===== src/rtl/pipe_pkg.sv =====
// Shared definitions for the pipeline stage registers: state encoding,
// EX/MEM control bit positions and default bundle widths.
package pipe_pkg;

    localparam int unsigned CTRL_W_EXMEM = 6;
    localparam int unsigned DATA_W_EXMEM = 69;

    // EX/MEM control bundle bit positions
    localparam int unsigned EXMEM_REGWRITE = 5;
    localparam int unsigned EXMEM_MEMTOREG = 4;
    localparam int unsigned EXMEM_MEMREAD  = 3;
    localparam int unsigned EXMEM_MEMWRITE = 2;
    localparam int unsigned EXMEM_PCSRC_HI = 1;
    localparam int unsigned EXMEM_PCSRC_LO = 0;

    // Code doubles as the occupancy count
    typedef enum logic [1:0] {
        ST_EMPTY = 2'b00,
        ST_ONE   = 2'b01,
        ST_TWO   = 2'b10
    } skid_state_e;

endpackage


===== src/rtl/pipe_entry_reg.sv =====
// One pipeline entry: valid bit, control bundle and data bundle.
// Reset clears everything; clear_ctrl drops valid and control but keeps data.
module pipe_entry_reg
    import pipe_pkg::*;
#(
    parameter int unsigned        CTRL_W     = CTRL_W_EXMEM,
    parameter int unsigned        DATA_W     = DATA_W_EXMEM,
    parameter logic [DATA_W-1:0]  RESET_DATA = '0
) (
    input  logic              clock,
    input  logic              reset,
    input  logic              load,
    input  logic              clear_ctrl,
    input  logic [CTRL_W-1:0] ctrl_d,
    input  logic [DATA_W-1:0] data_d,
    output logic              valid_q,
    output logic [CTRL_W-1:0] ctrl_q,
    output logic [DATA_W-1:0] data_q
);

    always_ff @(posedge clock) begin
        if (reset) begin
            valid_q <= 1'b0;
            ctrl_q  <= '0;
            data_q  <= RESET_DATA;
        end else if (clear_ctrl) begin
            valid_q <= 1'b0;
            ctrl_q  <= '0;
        end else if (load) begin
            valid_q <= 1'b1;
            ctrl_q  <= ctrl_d;
            data_q  <= data_d;
        end
    end

endmodule


===== src/rtl/pipe_skid_stage.sv =====
// Pipeline stage register with valid/ready handshake and a two-entry skid
// buffer; every output, including in_ready, comes straight from a flop.
module pipe_skid_stage
    import pipe_pkg::*;
#(
    parameter int unsigned        CTRL_W     = CTRL_W_EXMEM,
    parameter int unsigned        DATA_W     = DATA_W_EXMEM,
    parameter logic [DATA_W-1:0]  RESET_DATA = '0
) (
    input  logic              clock,
    input  logic              reset,
    input  logic              flush,
    input  logic              in_valid,
    output logic              in_ready,
    input  logic [CTRL_W-1:0] in_ctrl,
    input  logic [DATA_W-1:0] in_data,
    output logic              out_valid,
    input  logic              out_ready,
    output logic [CTRL_W-1:0] out_ctrl,
    output logic [DATA_W-1:0] out_data,
    output logic [1:0]        occupancy
);

    skid_state_e       state_q, state_d;
    logic              in_ready_q;
    logic              push, pop;
    logic              main_load, main_clr, main_from_skid;
    logic              skid_load, skid_clr;
    logic              skid_valid;
    logic [CTRL_W-1:0] skid_ctrl, main_ctrl_d;
    logic [DATA_W-1:0] skid_data, main_data_d;

    assign push = in_valid & in_ready_q;
    assign pop  = out_valid & out_ready;

    // Next state and entry control; flush overrides any handshake
    always_comb begin
        state_d        = state_q;
        main_load      = 1'b0;
        main_clr       = 1'b0;
        main_from_skid = 1'b0;
        skid_load      = 1'b0;
        skid_clr       = 1'b0;
        if (flush) begin
            state_d  = ST_EMPTY;
            main_clr = 1'b1;
            skid_clr = 1'b1;
        end else begin
            case (state_q)
                ST_EMPTY: begin
                    if (push) begin
                        main_load = 1'b1;
                        state_d   = ST_ONE;
                    end
                end
                ST_ONE: begin
                    if (push && !pop) begin
                        skid_load = 1'b1;
                        state_d   = ST_TWO;
                    end else if (push && pop) begin
                        main_load = 1'b1;
                    end else if (pop) begin
                        main_clr = 1'b1;
                        state_d  = ST_EMPTY;
                    end
                end
                ST_TWO: begin
                    if (pop) begin
                        main_load      = 1'b1;
                        main_from_skid = 1'b1;
                        skid_clr       = 1'b1;
                        state_d        = ST_ONE;
                    end
                end
                default: state_d = ST_EMPTY;
            endcase
        end
    end

    assign main_ctrl_d = main_from_skid ? skid_ctrl : in_ctrl;
    assign main_data_d = main_from_skid ? skid_data : in_data;

    always_ff @(posedge clock) begin
        if (reset) begin
            state_q    <= ST_EMPTY;
            in_ready_q <= 1'b1;
        end else begin
            state_q    <= state_d;
            in_ready_q <= (state_d != ST_TWO);
        end
    end

    pipe_entry_reg #(
        .CTRL_W     (CTRL_W),
        .DATA_W     (DATA_W),
        .RESET_DATA (RESET_DATA)
    ) u_main (
        .clock      (clock),
        .reset      (reset),
        .load       (main_load),
        .clear_ctrl (main_clr),
        .ctrl_d     (main_ctrl_d),
        .data_d     (main_data_d),
        .valid_q    (out_valid),
        .ctrl_q     (out_ctrl),
        .data_q     (out_data)
    );

    pipe_entry_reg #(
        .CTRL_W     (CTRL_W),
        .DATA_W     (DATA_W),
        .RESET_DATA (RESET_DATA)
    ) u_skid (
        .clock      (clock),
        .reset      (reset),
        .load       (skid_load),
        .clear_ctrl (skid_clr),
        .ctrl_d     (in_ctrl),
        .data_d     (in_data),
        .valid_q    (skid_valid),
        .ctrl_q     (skid_ctrl),
        .data_q     (skid_data)
    );

    assign in_ready  = in_ready_q;
    assign occupancy = 2'(state_q);

    // Skid valid mirrors state TWO; kept for waveform visibility only
    logic unused_skid_valid;
    assign unused_skid_valid = skid_valid;

endmodule


===== config.mk =====
export PLATFORM = sky130hd
export DESIGN_NAME = pipe_skid_stage
export DESIGN_NICKNAME = d
export VERILOG_FILES = /design/src/rtl/pipe_pkg.sv /design/src/rtl/pipe_entry_reg.sv /design/src/rtl/pipe_skid_stage.sv
export SDC_FILE = /design/constraint.sdc
export NUM_CORES = 1
export LEC_CHECK = 0
export BUFFER_PORTS_ARGS = -buffer_cell sky130_fd_sc_hd__buf_4
export CORE_ASPECT_RATIO = 0.9
export CORE_MARGIN = 5
export CORE_UTILIZATION = 45
export CTS_BUF_LIST = sky130_fd_sc_hd__clkbuf_4 sky130_fd_sc_hd__clkbuf_8 sky130_fd_sc_hd__clkbuf_16
export CTS_CLUSTER_DIAMETER = 40
export DETAILED_ROUTE_END_ITERATION = 16
export PLACE_DENSITY = 0.67
export SYNTH_ARGS = -nofsm -noshare
export SYNTH_HDL_FRONTEND = slang
export SYNTH_HIERARCHICAL = 1
export SYNTH_SLANG_ARGS = --single-unit

===== constraint.sdc =====
create_clock -name clock -period 3.3 [get_ports clock]
set_input_delay 0.33 -clock clock [delete_from_list [all_inputs] [get_ports clock]]
set_output_delay 0.33 -clock clock [all_outputs]
set_load 0.005 [all_outputs]

==> metrics <==
GR Overflow Total 0; # rows 46; Worst Path Required approximately 3600 ps; final hold vios 0; vias in the first global route slightly below 6000; Leakage Power about 3.7 nW; Die Y 137 um; DRT Pass-1 Iters 4; Cell Area, Placed approximately 9200 um^2; # DRC 0; Final WS setup between 1000 and 1500 ps; clk slew on worst S/H paths around 60 ps; Worst Skew between 9 and 10 ps; DRT iter0 DRCs 384; post-route clock period utilization about two thirds; Post-CTS Setup Bufs 0; Die ar. between 20000 and 25000 um^2; Final Net Count approximately 960; # setup viols final 0; R2R Setup Slk approximately 1100 ps; Sum Neg Setup Slack 0 ps; core area around 18000 um^2; CP Launch Type flip-flop; post-layout minimum cycle time approximately 2200 ps; via count between 5000 and 6000; max_cap viols 0; R2R cell count 5; Netlist Area Pre-Place between 8000 and 9000 um^2; clk sink count 154; Hold Path End u_skid/ctrl_q[4]; Switch Pwr slightly below 1 mW; first-pass GRT wire length roughly 31 mm; CP Max Fanout 50; Detail Placement HPWL ~11 mm; Crit. End Element flip-flop; Internal Power between 3 and 4 mW; Cell Chain, Critical Path and2_1, a41o_2, buf_4, nand4bb_1, o21ai_1; Routed WL per cell around 17 um; TritonCTS clock tree built; RSZ-0062 raised after global routing no; warnings from Yosys 6; Comb pwr share between 10 and 15%; hold_buf cts 0; Net Sw Frac between 20% and 30%; Root Driver clkbuf_16; most frequent cells in the layout buf_4 (165), dfxtp_1 (154), nand2b_1 (138), nand4bb_1 (138), o21ai_1 (138); maximum VDD drop 0.000345 V; Non-Filler Instances about 1100; Reg power frac 43.0%; GRT Util Overall a little under a fifth; Syn Inst Count about 770; outcome completed; worst slew pin tran about 880 ps; antenna violations before repair 0; Worst Hold Class input pin to flip-flop; hold wc startpoint in_ctrl[4]; Syn Nets 854; layout overhead on the synthesized area 21.7%; initial core utilization about 46%; Top Ports 159; maximum number of pins on one net before global-route repair between 100 and 150; Hold Crit Depth 3; PD cells 452 nW/um^2; Routed WL 19.7 mm; RR Endpoint u_main/data_q[16]; clk_lat worst skew between 400 and 500 ps; hold_ws approximately 160 ps; Antenna Nets Post-Route 0; clock tree buffer depth 2; GPL Wtd Cong roughly 0.72; Largest stage delay, worst path around 800 ps; fin. max-slew vios 0; PortBufs 158; Avg Vias per Cell roughly 5.3; # resized after CTS 0; Worst path slowest cell a41o_2; H-tree lvl count 4; max_slew headroom about two fifths; placed cells ~1100; Avg Synthesized Cell Area around 10 um^2; data arrival time of the worst path between 2000 and 3000 ps; CP Class flip-flop to flip-flop; n_diodes 0; Post-Place Worst Slack roughly 1100 ps; FMAX between 400 and 500 MHz; Clk pwr share 46.7%; Chip Width 152 um; reg-to-reg startpoint u_main/valid_q; commonest non-fill, non-tap cell in the layout buf_4; fin area 9880 um^2; CTS buffer count 17; layout cells sized above 1 33.4%
flip-flops by register name, summed over array words and instances, names as in the netlist:
signal          cells
u_main/data_q      69
u_main/valid_q      1
u_skid/data_q      69
u_main/ctrl_q       6
u_skid/ctrl_q       6
in_ready            1
occupancy           2
per-layer routing:
metal | global-route usage [%] | routed length (um) | vias to the layer above
met1 | 25.4 | 9380 | 2853
met2 | 29.7 | 9120 | 122
li1 | - | - | 2999
met4 | 4.69 | 129 | 0
met5 | 0 | 0 | -
met3 | 4.74 | 1050 | 10
power groups by stage:
stage	Combinational [mW]	Clock, mW	Sequential [mW]
2_1_floorplan	0.271	0	1.96
3_3_place_gp	0.457	0	1.96
3_5_place_dp	0.459	0	1.96
4_1_cts	0.461	2.14	1.92
5_1_grt	0.492	2.21	1.92
6_report	0.457	2.09	1.92
final cells by class:
cell class | instances | area [um^2]
clock buffers | 21 | 462
clock inverters | 11 | 170
fillers | 1542 | 7790
inverters | 1 | 3.75
multi-input cells | 535 | 4540
flip-flops and latches | 154 | 3080
well taps | 240 | 300
repair buffers | 169 | 1320
worst max path at each step:
stage                         from  slack (ps)                 to  cells after the start
floorplan             occupancy[0]        1520   u_skid/ctrl_q[0]                      6
global placement    u_main/valid_q        1160   u_main/data_q[5]                      5
detailed placement  u_main/valid_q        1130   u_main/data_q[5]                      5
CTS                 u_main/valid_q        1090  u_main/data_q[16]                      5
global route        u_main/valid_q         990  u_main/data_q[10]                      5
finish              u_main/valid_q        1100  u_main/data_q[16]                      5
metrics by stage:
stage          utilization (%)  power [mW]
2_1_floorplan                -        2.23
3_3_place_gp              52.3        2.42
3_5_place_dp              52.3        2.42
4_1_cts                   55.9        4.52
5_1_grt                   55.9        4.63
6_report                  55.9        4.46
worst max-delay path, delay by kind of cell, from the launching register on:
family / cells / cell delay (ps)
buf+inv: 1 / 390
compound gates: 2 / 880
flops: 1 / 430
simple gates: 2 / 370
Power figures use the tool's default switching activity.
